==> config.mk <==
export PLATFORM = sky130hd
export DESIGN_NAME = tft_bus_master
export DESIGN_NICKNAME = d
export VERILOG_FILES = /design/src/rtl/tft_bus_pkg.sv /design/src/rtl/tft_bus_phase_timer.sv /design/src/rtl/tft_bus_master.sv
export SDC_FILE = /design/constraint.sdc
export NUM_CORES = 1
export LEC_CHECK = 0
export CORE_UTILIZATION = 52
export CTS_CLUSTER_SIZE = 10
export DETAILED_ROUTE_END_ITERATION = 12
export GPL_TIMING_DRIVEN = 0
export PLACE_DENSITY_LB_ADDON = 0.15
export SYNTH_ARGS = -nofsm -noshare
export SYNTH_HDL_FRONTEND = slang
export SYNTH_SLANG_ARGS = --single-unit
==> constraint.sdc <==
create_clock -name clk -period 6.06 [get_ports clk]
set_input_delay 1.212 -clock clk [delete_from_list [all_inputs] [get_ports clk]]
set_output_delay 1.212 -clock clk [all_outputs]
set_load 0.01 [all_outputs]
==> src/rtl/tft_bus_pkg.sv <==
// Shared types and timing defaults for the 8080-style TFT bus initiator.
package tft_bus_pkg;

  localparam int unsigned BUS_W = 16;
  localparam int unsigned TMR_W = 4;

  localparam int unsigned DEF_SETUP_CYC  = 2;
  localparam int unsigned DEF_STROBE_CYC = 3;
  localparam int unsigned DEF_HOLD_CYC   = 2;
  localparam int unsigned DEF_GAP_CYC    = 3;

  typedef logic [BUS_W-1:0] bus_word_t;

  typedef enum logic [1:0] {
    OP_REG_WR = 2'b00,
    OP_DAT_WR = 2'b01,
    OP_DAT_RD = 2'b10,
    OP_RSVD   = 2'b11
  } op_e;

  typedef enum logic [3:0] {
    IDLE       = 4'd0,
    IDX_SETUP  = 4'd1,
    IDX_STROBE = 4'd2,
    IDX_HOLD   = 4'd3,
    DAT_WAIT   = 4'd4,
    DAT_SETUP  = 4'd5,
    DAT_STROBE = 4'd6,
    DAT_HOLD   = 4'd7,
    CS_END     = 4'd8,
    GAP        = 4'd9,
    ERR        = 4'd10
  } state_e;

  typedef struct packed {
    op_e       op;
    bus_word_t idx;
    bus_word_t len;
  } cmd_t;

  // Phase timer counts down to zero, so a phase of N cycles loads N-1.
  function automatic logic [TMR_W-1:0] tmr_load(input int unsigned cyc);
    return TMR_W'(cyc - 1);
  endfunction

endpackage

==> src/rtl/tft_bus_phase_timer.sv <==
// Down-counter timing one bus phase; done is high in the last cycle of the phase.
module tft_bus_phase_timer
  import tft_bus_pkg::*;
(
  input  logic             clk,
  input  logic             rst_n,
  input  logic             load,
  input  logic [TMR_W-1:0] load_val,
  output logic             done
);

  logic [TMR_W-1:0] cnt;

  always_ff @(posedge clk or negedge rst_n) begin
    if (!rst_n) begin
      cnt  <= '0;
      done <= 1'b1;
    end else if (load) begin
      cnt  <= load_val;
      done <= (load_val == '0);
    end else if (cnt != '0) begin
      cnt  <= cnt - TMR_W'(1);
      done <= (cnt == TMR_W'(1));
    end
  end

endmodule

==> src/rtl/tft_bus_master.sv <==
// Host-side initiator for the TFT controller's CS/RS/WR/RD parallel bus.
// Read bursts and read-back capture exist only when TFT_BUS_READ_EN is defined.
module tft_bus_master
  import tft_bus_pkg::*;
#(
  parameter int unsigned SETUP_CYC  = DEF_SETUP_CYC,
  parameter int unsigned STROBE_CYC = DEF_STROBE_CYC,
  parameter int unsigned HOLD_CYC   = DEF_HOLD_CYC,
  parameter int unsigned GAP_CYC    = DEF_GAP_CYC
) (
  input  logic        clk,
  input  logic        RST,
  input  logic        cmd_valid,
  output logic        cmd_ready,
  input  logic [1:0]  cmd_op,
  input  logic [15:0] cmd_reg,
  input  logic [15:0] cmd_len,
  input  logic [15:0] wr_data,
  input  logic        wr_valid,
  output logic        wr_ready,
  output logic [15:0] rd_data,
  output logic        rd_valid,
  output logic        busy,
  output logic        err,
  output logic        CS,
  output logic        RS,
  output logic        WR,
  output logic        RD,
  output logic [15:0] DATA_O,
  input  logic [15:0] DATA_I,
  output logic        DATA_OE
);

  localparam logic [TMR_W-1:0] SETUP_LD  = tmr_load(SETUP_CYC);
  localparam logic [TMR_W-1:0] STROBE_LD = tmr_load(STROBE_CYC);
  localparam logic [TMR_W-1:0] HOLD_LD   = tmr_load(HOLD_CYC);
  localparam logic [TMR_W-1:0] GAP_LD    = tmr_load(GAP_CYC);

  state_e           state, state_d;
  cmd_t             cmd_q, cmd_d;
  bus_word_t        words_q, words_d;
  bus_word_t        data_o_d;
  logic             cs_d, rs_d, wr_d, rd_d, oe_d;
  logic             cmd_ready_d, wr_ready_d, busy_d, err_d;
  logic             op_ok_c, is_rd_c, idx_ph_c, dat_ph_c, rd_capture_c;
  logic             tmr_load_c, phase_done;
  logic [TMR_W-1:0] tmr_val_c;

  tft_bus_phase_timer u_timer (
    .clk      (clk),
    .rst_n    (RST),
    .load     (tmr_load_c),
    .load_val (tmr_val_c),
    .done     (phase_done)
  );

  // Ops this build can execute; anything else is rejected with err.
  always_comb begin
    op_ok_c = 1'b0;
`ifdef TFT_BUS_READ_EN
    op_ok_c = (cmd_op != OP_RSVD);
`else
    op_ok_c = (cmd_op == OP_REG_WR) || (cmd_op == OP_DAT_WR);
`endif
  end

  // Next state, command context and next values of all registered outputs.
  always_comb begin
    state_d      = state;
    cmd_d        = cmd_q;
    words_d      = words_q;
    data_o_d     = DATA_O;
    rd_capture_c = 1'b0;

    case (state)
      IDLE: begin
        if (cmd_valid && cmd_ready) begin
          cmd_d.op  = op_e'(cmd_op);
          cmd_d.idx = cmd_reg;
          cmd_d.len = cmd_len;
          state_d   = op_ok_c ? IDX_SETUP : ERR;
        end
      end
      IDX_SETUP:  if (phase_done) state_d = IDX_STROBE;
      IDX_STROBE: if (phase_done) state_d = IDX_HOLD;
      IDX_HOLD: begin
        if (phase_done) begin
          words_d = (cmd_q.op == OP_REG_WR) ? 16'd1 : cmd_q.len;
          state_d = (words_d == '0) ? CS_END : DAT_WAIT;
        end
      end
      DAT_WAIT: begin
        if (cmd_q.op == OP_DAT_RD) begin
          state_d = DAT_SETUP;
        end else if (wr_valid && wr_ready) begin
          data_o_d = wr_data;
          state_d  = DAT_SETUP;
        end
      end
      DAT_SETUP: if (phase_done) state_d = DAT_STROBE;
      DAT_STROBE: begin
        if (phase_done) begin
          rd_capture_c = (cmd_q.op == OP_DAT_RD);
          state_d      = DAT_HOLD;
        end
      end
      DAT_HOLD: begin
        if (phase_done) begin
          words_d = words_q - 16'd1;
          state_d = (words_q == 16'd1) ? CS_END : DAT_WAIT;
        end
      end
      CS_END:  state_d = GAP;
      GAP:     if (phase_done) state_d = IDLE;
      ERR:     state_d = IDLE;
      default: state_d = IDLE;
    endcase

    idx_ph_c = (state_d == IDX_SETUP) || (state_d == IDX_STROBE) || (state_d == IDX_HOLD);
    dat_ph_c = (state_d == DAT_WAIT) || (state_d == DAT_SETUP) ||
               (state_d == DAT_STROBE) || (state_d == DAT_HOLD);
    is_rd_c  = (cmd_d.op == OP_DAT_RD);

    if (idx_ph_c) data_o_d = cmd_d.idx;

    cs_d        = !(idx_ph_c || dat_ph_c);
    rs_d        = !idx_ph_c;
    wr_d        = !((state_d == IDX_STROBE) || ((state_d == DAT_STROBE) && !is_rd_c));
    rd_d        = !((state_d == DAT_STROBE) && is_rd_c);
    oe_d        = idx_ph_c || (dat_ph_c && !is_rd_c);
    cmd_ready_d = (state_d == IDLE);
    wr_ready_d  = (state_d == DAT_WAIT) && !is_rd_c;
    busy_d      = (state_d != IDLE);
    err_d       = (state_d == ERR);

    tmr_load_c = (state_d != state);
    case (state_d)
      IDX_SETUP, DAT_SETUP:   tmr_val_c = SETUP_LD;
      IDX_STROBE, DAT_STROBE: tmr_val_c = STROBE_LD;
      IDX_HOLD, DAT_HOLD:     tmr_val_c = HOLD_LD;
      GAP:                    tmr_val_c = GAP_LD;
      default:                tmr_val_c = '0;
    endcase
  end

  always_ff @(posedge clk or negedge RST) begin
    if (!RST) begin
      state     <= IDLE;
      cmd_q     <= '0;
      words_q   <= '0;
      CS        <= 1'b1;
      RS        <= 1'b1;
      WR        <= 1'b1;
      DATA_O    <= '0;
      DATA_OE   <= 1'b0;
      cmd_ready <= 1'b0;
      wr_ready  <= 1'b0;
      busy      <= 1'b0;
      err       <= 1'b0;
    end else begin
      state     <= state_d;
      cmd_q     <= cmd_d;
      words_q   <= words_d;
      CS        <= cs_d;
      RS        <= rs_d;
      WR        <= wr_d;
      DATA_O    <= data_o_d;
      DATA_OE   <= oe_d;
      cmd_ready <= cmd_ready_d;
      wr_ready  <= wr_ready_d;
      busy      <= busy_d;
      err       <= err_d;
    end
  end

`ifdef TFT_BUS_READ_EN
  // Read strobe and read-back word, captured on the last strobe cycle.
  always_ff @(posedge clk or negedge RST) begin
    if (!RST) begin
      RD       <= 1'b1;
      rd_valid <= 1'b0;
      rd_data  <= '0;
    end else begin
      RD       <= rd_d;
      rd_valid <= rd_capture_c;
      if (rd_capture_c) rd_data <= DATA_I;
    end
  end
`else
  logic unused_read;
  assign unused_read = ^{DATA_I, rd_d, rd_capture_c};
  assign RD          = 1'b1;
  assign rd_valid    = 1'b0;
  assign rd_data     = '0;
`endif

endmodule

== Word-level counts from Yosys, hierarchy flattened ==
Index checks and enable logic that the tools add are counted.

* Register bits after elaboration: 83
* Output and inout port bits: 42
* Word-level logic and storage cells: 109
* Input bits: 70

* Reduce and logical (&&, ||, !) cells: 35
* Add/sub/neg operators: 2
* Muxes and demuxes: 29
* Eq/ne operators: 27

{| class="wikitable"
|+ Operator list
! operator !! number
|-
| two-way mux 16 bit || 7
|-
| two-way mux 34 bit || 2
|-
| two-way mux 4 bit || 15
|-
| case mux 4 bit (10 select lines) || 1
|-
| == test 4 x 3 -> 1 bit, second input constant || 8
|-
| case mux 16 bit (2 select lines) || 1
|-
| == test 16 x 1 -> 1 bit, second input constant || 1
|-
| == test 4 x 2 -> 1 bit, second input constant || 4
|-
| == test 4 bit, second input constant || 4
|-
| logical NOT 16 bit || 1
|-
| subtractor 16 x 1 -> 16 bit, second input constant || 1
|-
| == test 4 x 1 -> 1 bit, second input constant || 3
|-
| logical NOT 4 bit || 3
|-
| logical OR 1 bit || 9
|-
| nonzero test 2 bit || 4
|-
| nonzero test 4 bit || 2
|-
| AND reduction 3 bit || 2
|-
| logical AND 1 bit || 5
|-
| == test 2 bit, second input constant || 2
|-
| logical NOT 1 bit || 4
|-
| logical NOT 2 bit || 2
|-
| != test 2 x 1 -> 1 bit, second input constant || 2
|-
| != test 4 bit || 1
|-
| case mux 2 bit (2 select lines) || 1
|-
| other kinds (7) || 8
|}

== Depth between registers and ports, before layout ==
Gate-level depths: netlist (run 1).

* Depth in word-level cells: 12
* Gate-level depth with buffers: 11

== Modules after synthesis ==
A second synthesis (run 1) with hierarchy kept.

* Cell total of the unflattened synthesis: 443
* Area, all modules: 4319.1 µm²

{| class="wikitable"
|+ By module, submodules not included
! module !! times used !! cells each !! seq. area each (µm²) !! area an instance (µm²)
|-
| tft_bus_master || 1 || 410 || 1955.6 || 3988.8
|-
| tft_bus_phase_timer || 1 || 33 || 126.4 || 330.3
|}

== Worst setup path before layout (run 1) ==
Ideal clock, no wire load.

* Kind: input port to flip-flop
* Start point: input port cmd_valid
* End point: register DATA_O[10]
* Setup slack: 3.304 ns
* Path buffers: 2
* Stages: 8
* Arrival time: 2.630 ns
* Cells stage by stage: and4bb_4 > a22o_1 > a2111oi_4 > o31ai_2 > and2_1 > buf_6 > buf_6 > a221o_1

* Longest elaborated chain between the ends: 8

{| class="wikitable"
|+ Ends and longest elaborated chain
! what !! line !! text
|-
| from (decl) || tft_bus_master.sv:13 || <nowiki>input logic cmd_valid,</nowiki>
|-
| logical AND 1 bit * || tft_bus_master.sv:77 || <nowiki>if (cmd_valid && cmd_ready) begin</nowiki>
|-
| two-way mux 4 bit || tft_bus_master.sv:77 ||
|-
| case mux 4 bit (10 select lines) || tft_bus_master.sv:75 || <nowiki>case (state)</nowiki>
|-
| == test 4 x 1 -> 1 bit or == test 4 x 2 -> 1 bit (tied branches) || tft_bus_master.sv:119 || <nowiki>idx_ph_c = (state_d == IDX_SETUP) || (state_d == IDX_STROBE) || (state_d == IDX_HOLD);</nowiki>
|-
| logical OR 1 bit (2 in a row) || tft_bus_master.sv:119 ||
|-
| != test 2 bit (no line) or nonzero test 2 bit (tied branches) || -- ||
|-
| AND reduction 3 bit (no line) || -- ||
|-
| to (signal assigned) || tft_bus_master.sv:167 || <nowiki>DATA_O <= data_o_d;</nowiki>
|-
| to (decl) || tft_bus_master.sv:29 || <nowiki>output logic [15:0] DATA_O,</nowiki>
|}

Mark *: on every way between the ends. The rest lies on a longest branch, timed or not.
A chain may end at the register's enable or synchronous reset.

== Final worst setup path (run 1) ==
* Start point: input port cmd_op[1]
* End point: register DATA_O[8]

* Longest elaborated chain between the ends: 10

{| class="wikitable"
|+ Ends and longest elaborated chain
! what !! line !! text
|-
| from (decl) || tft_bus_master.sv:15 || <nowiki>input logic [1:0] cmd_op,</nowiki>
|-
| == test 2 x 1 -> 1 bit or logical NOT 2 bit (tied branches) || tft_bus_master.sv:63 || <nowiki>op_ok_c = (cmd_op == OP_REG_WR) || (cmd_op == OP_DAT_WR);</nowiki>
|-
| logical OR 1 bit * || tft_bus_master.sv:63 ||
|-
| two-way mux 4 bit * || tft_bus_master.sv:81 || <nowiki>state_d = op_ok_c ? IDX_SETUP : ERR;</nowiki>
|-
| two-way mux 4 bit * || tft_bus_master.sv:77 ||
|-
| case mux 4 bit (10 select lines) * || tft_bus_master.sv:75 ||
|-
| == test 4 x 1 -> 1 bit or == test 4 x 2 -> 1 bit (tied branches) || tft_bus_master.sv:119 ||
|-
| logical OR 1 bit || tft_bus_master.sv:119 ||
|-
| logical OR 1 bit * || tft_bus_master.sv:119 ||
|-
| != test 2 bit (no line) or nonzero test 2 bit (tied branches) || -- ||
|-
| AND reduction 3 bit (no line) || -- ||
|}

Marks and branches as above.

==> results of run 1 <==
## layer usage
layer,vias up,part of all wire (%),global-route usage (%)
li1,1564,-,-
met1,1653,44,33.11
met2,95,49,38.89
met3,8,5.2,3.936
met4,0,1.1,7.804
met5,-,0,0
## worst paths after layout
kind / from / to / slack (ns) / cells after the start
setup / recovery: cmd_op[1] / DATA_O[8] / 3.01 / 9
hold / removal: cmd_q[25] / cmd_q[25] / 0.50 / 1
setup reg to reg: u_timer.done / DATA_O[8] / 3.76 / 9
hold reg to reg: cmd_q[25] / cmd_q[25] / 0.50 / 1
max in group asynchronous: RST / CS / 4.54 / 2
min in group asynchronous: RST / DATA_O[1] / 0.85 / 1
## report_power, final
part           internal (mW)  switching [mW]  leakage (nW)  total (mW)
clock                  0.160           0.195        0.0863       0.355
combinational          0.656           0.649          1.20        1.31
sequential             0.828           0.167          1.02       0.995
## state kept, by name, summed over array words and instances (netlist names), 4 cells and up
signal,cells
words_q,16
state,4
DATA_O,16
cmd_q,34
u_timer.cnt,4
## final cells by class
type | count | area (sq um) | share of cell area (%)
sequential | 83 | 2082 | 39.46
timing repair buffer | 78 | 788.3 | 14.94
tap | 102 | 127.6 | 2.419
clock buffer | 12 | 145.1 | 2.751
inverter | 11 | 41.29 | 0.7825
buffer | 41 | 261.5 | 4.956
multi-input combinational | 265 | 1804 | 34.19
clock inverter | 4 | 26.28 | 0.4980
## cells in the final DEF (no fill, tap or decap), types with 2 or more instances in the layout
cell / count
nand3_1: 3
mux2i_1: 2
nor3b_1: 3
nor4_1: 11
a221o_1: 16
nor2b_1: 18
inv_1: 9
or2_2: 2
dfrtp_1: 79
nor3_1: 9
conb_1: 18
inv_2: 2
nand2b_1: 2
a21oi_1: 19
ha_1: 5
a22oi_1: 4
nand2_1: 14
a211o_1: 2
o21ai_1: 2
o22a_1: 3
clkbuf_1: 10
nand3b_1: 2
or4_1: 2
dfstp_2: 4
clkdlybuf4s50_1: 76
o32ai_1: 2
clkbuf_2: 2
o21ai_0: 27
buf_6: 3
clkbuf_8: 10
nor2_1: 34
a31oi_1: 4
or3_1: 2
buf_2: 9
buf_4: 20
clkinv_2: 2
mux2_2: 33
## cells in the mapped netlist, types with 5 or more instances
cell type / instances
dfrtp_1: 79
nor2_1: 34
mux2_2: 33
o21ai_0: 27
a21oi_1: 19
buf_4: 19
nor2b_1: 18
a221o_1: 16
nand2_1: 14
nor4_1: 11
buf_2: 9
inv_1: 9
nor3_1: 9
clkbuf_1: 8
ha_1: 5
## metrics by stage
| stage | instance area, sq um | hold WS [ns] |
|---|---|---|
| final | 5276 | 0.4968 |
| after global routing | 5276 | 0.5102 |
| after CTS | 5276 | 0.4967 |
| after detailed placement | 5105 | 0.4783 |
| after global placement | 5087 | 0.4735 |
| after floorplan | 4189 | 0.4650 |
## logic make-up (layout without fill, tap and decap cells)
family                   Yosys count  count (layout)
AO/OA/AOI/OAI                     88              88
flip-flops                        83              83
adder cells (fa/ha/maj)            5               5
multiplexers                      35              35
other                              2              18
XOR/XNOR                           2               2
AND/OR/NAND/NOR                  117             117
buffers and inverters             52             146
## worst max-delay path, cell delays in order
cell and delay [ns]:
clkdlybuf4s50_1 0.48, nor3b_1 0.19, a22o_1 0.29, a2111oi_4 0.24, o31ai_2 0.13, and2_1 0.16, buf_6 0.13, buf_6 0.14
a221o_1 0.31
==> flow_metrics.py, run 1 <==
metrics = {
    "clock_network": {
        "cts_tree": "built",
        "path_clk_slew_ns": 0.08,
        "cts_inserted_buffers": 9,
        "cts_max_path_buffers": 2,
        "clk_latency_ns": 0.35,
        "ctsHoldBuffers": 0,
        "cts_sinks": 83,
        "clockRootBuffer": "clkbuf_8",
        "cts.repair.resized": 0,
        "htreeDepth": 3,
        "cts_setup_buffers": 0,
    },
    "global_route": {
        "grt_pass1_wl_um": 15640,
        "first_global_vias": 3241,
        "antenna_found_initial": 0,
        "overflow": 0,
        "grt_max_degree": 43,
        "grt_usage_pct": 24.03,
    },
    "cells_and_area": {
        "area_growth_pct": 27.79,
        "antennaDiodeCount": 0,
        "fillers": 627,
        "fin_nets": 564,
        "layout.cells.non_filler": 596,
        "fin_util_pct": 68.64,
        "drive_above_1_share_pct": 19.84,
    },
    "critical_path": {
        "required_ns": 6.29,
        "worstSetupPathType": "primary input to flip-flop",
        "crit_arrival_ns": 3.28,
        "critPathCaptureType": "flip-flop",
        "worstPathMaxFanout": 10,
        "start_kind": "primary input",
    },
    "timing": {
        "period_needed_ns": 3.048,
        "min_period_over_period_pct": 50.30,
        "setup_viol": 0,
        "hold_violations": 0,
        "clock_skew_ns": 0.01270,
        "fmax_mhz": 328.1,
        "timing.setup.tns_ns": 0,
        "maxSlewViolCount": 0,
        "worstMarginPinSlew_ns": 0.6605,
        "rsz0062_at_grt": "no",
        "fin_ws_ns": 3.012,
        "max_slew_margin_pct": 55.63,
    },
    "routing": {
        "first_pass_iters": 4,
        "avgRoutedWirePerCell_um": 15.60,
        "ant_nets": 0,
        "via_per_inst": 5.570,
        "drtIter0Drc": 172,
        "vias": 3320,
        "remaining_drc_errors": 0,
        "routed_wl_um": 9298,
    },
    "placement": {
        "dp_cells": 580,
        "detailed_place_hpwl_um": 6838,
        "pre_cts_ws_ns": 2.623,
        "io_buffers": 77,
        "gp_congestion": 0.8794,
    },
    "logic_synthesis": {
        "synth-seq-cells": 83,
        "synth_compound_area_share_pct": 14.88,
        "ys.warnings.count": 0,
        "synth.avg_cell_area_sq_um": 10.75,
        "synth_top_area_cell": "dfrtp_1",
        "synth_fa_ha_area_share_pct": 1.515,
        "synth_top_family_by_area": "simple AND/OR/NAND/NOR gates",
        "netlist.area_leader.share_pct": 47.88,
        "ys_types": 60,
        "netlist_top_cells_area": "dfrtp_1, mux2_2, a221o_1, buf_4, o21ai_0",
        "synth_flop_cell": "dfrtp_1",
        "synthArstFlopShare_pct": 100.0,
        "syn-instance-count": 384,
        "mappedNetlistArea_sq_um": 4129,
        "synth_edf_count": 0,
        "yosysSeqAreaShare_pct": 50.42,
        "synth-xor-area-share_pct": 0.4242,
        "synthMuxAreaShare_pct": 9.485,
        "yosys.area_share.simple_pct": 15.76,
    },
    "power": {
        "irDropWorstVdd_v": 0.0002293,
        "power.density_nw_per_um2": 503.2,
        "total_power_mw": 2.655,
        "p_leak_nw": 2.308,
    },
    "die": {
        "start_util_pct": 53.71,
        "die_area_sq_um": 8301,
        "core_sq_um": 7687,
        "ios": 112,
        "die_y_um": 91.11,
        "num_rows": 32,
        "die_w_um": 91.11,
    },
    "job": {
        "cap_violations": 0,
    },
    "hold_path": {
        "hp-class": "flip-flop to flip-flop",
    },
    "status": {
        "status": "finished clean",
    },
}
(Power assumes the default switching activity.)
==> inputs of run 2 (changes only) <==
Settings changed: CORE_UTILIZATION 52 to 49.
Clock period 6.06 ns to 2.9 ns, I/O delays scaled along.
==> flow_metrics.py, run 2 (same netlist as run 1, synthesis figures left out) <==
metrics = {
    "status": {
        "status": "finished clean",
    },
    "critical_path": {
        "cp_slowest_cell": "clkdlybuf4s50_1",
        "critPathMostFrequentCell": "buf_2",
        "path_buf_inv": 4,
        "path_cells": "clkdlybuf4s50_1 -> and4bb_4 -> nand2_2 -> buf_2 -> buf_2 -> buf_2 -> mux2_2",
        "r2r-start": "u_timer.done",
        "worstPathMaxFanout": 10,
        "critPathCaptureType": "flip-flop",
        "cpPeakStageDelay_ns": 0.41,
        "start_kind": "primary input",
        "required_ns": 3.15,
        "reg2reg_to": "DATA_O[11]",
        "crit_arrival_ns": 2.68,
        "crit_family": "buffers and inverters",
        "worst_r2r_path_depth": 11,
        "worstSetupPathType": "primary input to flip-flop",
        "r2r_setup_slack_ns": 0.52,
    },
    "timing": {
        "hold_violations": 0,
        "clock_skew_ns": 0.01542,
        "fmax_mhz": 411.3,
        "period_needed_ns": 2.431,
        "worstMarginPinSlew_ns": 0.5600,
        "max_slew_margin_pct": 62.38,
        "fin_ws_ns": 0.4688,
        "setup_viol": 0,
        "maxSlewViolCount": 0,
        "rsz0062_at_grt": "no",
        "min_period_over_period_pct": 83.83,
    },
    "clock_network": {
        "cts_tree": "built",
        "cts_max_path_buffers": 2,
        "clk_latency_ns": 0.36,
        "cts.repair.resized": 0,
        "cts_setup_buffers": 0,
        "cts_inserted_buffers": 9,
        "ctsHoldBuffers": 0,
        "clockRootBuffer": "clkbuf_8",
        "cts_sinks": 83,
        "path_clk_slew_ns": 0.09,
        "htreeDepth": 3,
    },
    "routing": {
        "routed_wl_um": 9171,
        "first_pass_iters": 4,
        "avgRoutedWirePerCell_um": 15.31,
        "vias": 3255,
        "ant_nets": 0,
        "drtIter0Drc": 169,
        "remaining_drc_errors": 0,
        "via_per_inst": 5.434,
    },
    "cells_and_area": {
        "largest_reg_flops": 34,
        "antennaDiodeCount": 0,
        "drive_above_1_share_pct": 20.24,
        "area_growth_pct": 29.55,
        "top_regs": "cmd_q: 34 flops, DATA_O: 16 flops, words_q: 16 flops",
        "top_register": "cmd_q",
        "fin_nets": 564,
        "layout.cells.non_filler": 599,
        "layout_commonest_cell": "dfrtp_1",
        "fillers": 650,
        "final_cell_mix": "dfrtp_1, clkdlybuf4s50_1, nor2_1, mux2_2, o21ai_0",
    },
    "power": {
        "p_int_mw": 3.619,
        "clkPwrFrac_pct": 16.8,
        "power.density_nw_per_um2": 1076,
        "power.switching_mw": 2.136,
        "netSwitchingFraction_pct": 37.12,
        "power_frac_comb_pct": 47.1,
        "irDropWorstVdd_v": 0.0007005,
        "p_seq_share_pct": 36.1,
        "p_leak_nw": 2.343,
    },
    "global_route": {
        "grt_max_degree": 55,
        "grt_pass1_wl_um": 15810,
        "grt_usage_pct": 23.12,
        "overflow": 0,
        "antenna_found_initial": 0,
        "first_global_vias": 3274,
    },
    "die": {
        "die_w_um": 93.80,
        "core_sq_um": 8175,
        "die_area_sq_um": 8798,
        "num_rows": 33,
        "ios": 112,
        "die_y_um": 93.80,
        "start_util_pct": 50.51,
    },
    "placement": {
        "dp_cells": 583,
        "io_buffers": 77,
        "detailed_place_hpwl_um": 6687,
        "gp_congestion": 0.9127,
        "pre_cts_ws_ns": 0.06599,
    },
    "job": {
        "cap_violations": 0,
    },
    "hold_path": {
        "hp-class": "primary input to async pin",
    },
}
==> run 2: cell types whose count changed in the layout (fill, tap and decap cells not counted) <==
| cell | delta |
|---|---|
| clkbuf_1 | -2 |
| buf_12 | -1 |
| clkinvlp_4 | -1 |
| inv_6 | +3 |
| clkinv_2 | -2 |
| bufinv_16 | +2 |
| buf_16 | +1 |
==> run 2: through the flow <==
| stage | utilization, % | TNS (ns) | instance area, sq um | total power [mW] | hold WS [ns] |
|---|---|---|---|---|---|
| 6_report | 65.43 | 0 | 5349 | 5.755 | 0.1442 |
| 5_1_grt | 65.43 | 0 | 5349 | 6.193 | 0.1700 |
| 4_1_cts | 65.43 | 0 | 5349 | 5.787 | 0.1515 |
| 3_5_place_dp | 62.58 | 0 | 5116 | 4.811 | 0.4783 |
| 3_3_place_gp | 62.27 | -137.91 | 5091 | 4.714 | 0.4715 |
| 2_1_floorplan | - | 0 | 4189 | 3.904 | 0.2844 |
==> run 2: how the worst max path moves through the flow <==
stage,from,endpoint,cells past startpoint
after floorplan,cmd_valid,DATA_O[10],8
after global placement,RST,DATA_O[4],1
after detailed placement,cmd_valid,cmd_q[15],7
after CTS,cmd_valid,cmd_q[15],7
after global routing,u_timer.done,DATA_O[10],11
final,cmd_valid,cmd_q[15],7
==> run 2: per-layer routing <==
metal	vias up	track usage (%)	part of all wire, %
met5	-	0	0
li1	1562	-	-
met1	1566	31.03	45
met2	116	36.68	47
met3	11	6.634	6.9
met4	0	6.154	1.1
==> run 2: cell type report <==
cell class | instances | area (sq um) | area share [%]
Buffer | 41 | 261.5 | 4.889
Inverter | 11 | 41.29 | 0.7719
Timing Repair Buffer | 78 | 795.8 | 14.88
Multi-Input combinational cell | 265 | 1804 | 33.73
Sequential cell | 83 | 2082 | 38.92
Clock buffer | 10 | 137.6 | 2.573
Tap cell | 105 | 131.4 | 2.456
Clock inverter | 6 | 95.09 | 1.778
==> run 2: worst reg2reg max path, delay by kind of cell (launching register included) <==
kind	cells	cell delay, ns
buffers and inverters	4	0.65
AO/OA/AOI/OAI	2	0.55
flip-flops	1	0.52
AND/OR/NAND/NOR	4	0.41
XOR/XNOR	1	0.15
==> run 2: power by group through the flow <==
stage / Sequential, mW / Clock (mW) / Combinational [mW]
after CTS: 2.07 / 0.988 / 2.73
after global routing: 2.14 / 1.04 / 3.01
after floorplan: 2.06 / 0 / 1.84
final: 2.08 / 0.966 / 2.71
after detailed placement: 2.08 / 0 / 2.73
after global placement: 2.08 / 0 / 2.64
==> inputs of run 3 (changes only) <==
Settings changed: CORE_UTILIZATION 49 to 44.
Clock period 2.9 ns to 2.1 ns, I/O delays scaled along.
==> flow_metrics.py, run 3 (same netlist as run 1, synthesis figures left out) <==
metrics = {
    "global_route": {
        "overflow": 0,
        "antenna_found_initial": 0,
        "grt_max_degree": 46,
        "grt_usage_pct": 20.93,
        "grt_pass1_wl_um": 16150,
        "first_global_vias": 3378,
    },
    "timing": {
        "clock_skew_ns": 0.01549,
        "min_period_over_period_pct": 101.6,
        "maxSlewViolCount": 0,
        "max_slew_margin_pct": 60.22,
        "fin_ws_ns": -0.03360,
        "hold_violations": 0,
        "fmax_mhz": 468.7,
        "rsz0062_at_grt": "yes",
        "period_needed_ns": 2.134,
        "setup_viol": 13,
        "worstMarginPinSlew_ns": 0.5922,
    },
    "critical_path": {
        "worstPathMaxFanout": 5,
        "worstSetupPathType": "flip-flop to flip-flop",
        "critPathCaptureType": "flip-flop",
        "start_kind": "flip-flop",
        "required_ns": 2.35,
        "crit_arrival_ns": 2.39,
    },
    "clock_network": {
        "clk_latency_ns": 0.37,
        "htreeDepth": 3,
        "cts_sinks": 83,
        "cts_max_path_buffers": 2,
        "path_clk_slew_ns": 0.09,
        "cts_inserted_buffers": 9,
        "cts_tree": "built",
        "ctsHoldBuffers": 0,
        "clockRootBuffer": "clkbuf_8",
    },
    "power": {
        "p_leak_nw": 2.495,
        "irDropWorstVdd_v": 0.0008458,
        "power.density_nw_per_um2": 1533,
        "total_power_mw": 8.704,
    },
    "placement": {
        "io_buffers": 77,
        "detailed_place_hpwl_um": 6611,
        "pre_cts_ws_ns": -0.6052,
        "gp_congestion": 0.8534,
    },
    "cells_and_area": {
        "top_regs": "cmd_q: 34 flops, DATA_O: 16 flops, words_q: 16 flops",
        "drive_above_1_share_pct": 27.87,
        "layout_commonest_cell": "dfrtp_1",
        "largest_reg_flops": 34,
        "top_register": "cmd_q",
        "area_growth_pct": 37.52,
        "fin_util_pct": 63.86,
        "final_cell_mix": "dfrtp_1, clkdlybuf4s50_1, mux2_2, buf_4, nor2_1",
        "fin_nets": 576,
        "antennaDiodeCount": 0,
    },
    "die": {
        "die_w_um": 98.87,
        "ios": 112,
        "start_util_pct": 46.44,
        "core_sq_um": 8891,
        "num_rows": 34,
        "die_area_sq_um": 9775,
        "die_y_um": 98.87,
    },
    "routing": {
        "remaining_drc_errors": 0,
        "ant_nets": 0,
        "vias": 3268,
        "drtIter0Drc": 144,
        "via_per_inst": 5.322,
        "avgRoutedWirePerCell_um": 16.05,
        "first_pass_iters": 4,
        "routed_wl_um": 9853,
    },
    "job": {
        "cap_violations": 0,
    },
    "status": {
        "violations": "negative setup slack",
        "status": "complete, but fails checks",
    },
    "hold_path": {
        "hp-class": "primary input to async pin",
    },
}
==> run 3: metal layers <==
metal | track usage, % | vias to the layer above | part of all wire (%)
li1 | - | 1579 | -
met1 | 27.30 | 1584 | 44
met2 | 33.62 | 99 | 49
met3 | 6.525 | 6 | 6.4
met4 | 5.970 | 0 | 0.81
met5 | 0 | - | 0
==> run 3: power breakdown <==
group	switching, mW	internal, mW	total (mW)
registers	0.545	2.39	2.94
logic	2.13	2.51	4.64
clock network	0.636	0.489	1.13
total	3.31	5.39	8.70
==> run 3: final cells by class <==
cell class                 count  area, sq um
buffer                        37        279.0
sequential                    83         2083
tap                          108        135.1
multi-input combinational    265         1973
clock inverter                 6        56.30
clock buffer                  10        137.6
timing repair buffer          94        969.7
fill                         724         3213
inverter                      11        43.79
==> run 3: repair_timing <==
item | 4_1_cts | 5_1_grt
resized for setup | 18 | 42
setup endpoints to repair | 29 | 47
buffers inserted | 8 | 5
pin swaps | 2 | 7
cloned | 0 | 3
==> run 3: final timing paths <==
check / start / end / slack (ns) / depth (start not counted)
max in group asynchronous: RST / CS / 1.41 / 2
min in group clk: cmd_q[19] / cmd_q[19] / 0.50 / 1
min reg2reg: cmd_q[19] / cmd_q[19] / 0.50 / 1
min: RST / words_q[8] / 0.05 / 1
max reg2reg: state[1] / DATA_O[6] / -0.03 / 9
max: state[1] / DATA_O[6] / -0.03 / 9
==> run 3: stage by stage <==
step	hold slack, ns	instances	instance area [sq um]	setup TNS (ns)
after detailed placement	0.4383	586	5120	-17.93
after global routing	0.08113	614	5678	-1.089
after CTS	0.05324	608	5438	0
after global placement	0.4743	585	5095	-213.15
after floorplan	0.1244	400	4189	0
final	0.04691	614	5678	-0.1648
==> run 3: worst max-delay path: stages, from the launching register on <==
cell	delay [ns]
dfrtp_1	0.41
buf_6	0.15
and4bb_2	0.24
a31oi_4	0.17
nand3_2	0.14
o31ai_4	0.31
buf_6	0.18
buf_6	0.13
nor2b_1	0.05
a221o_1	0.26
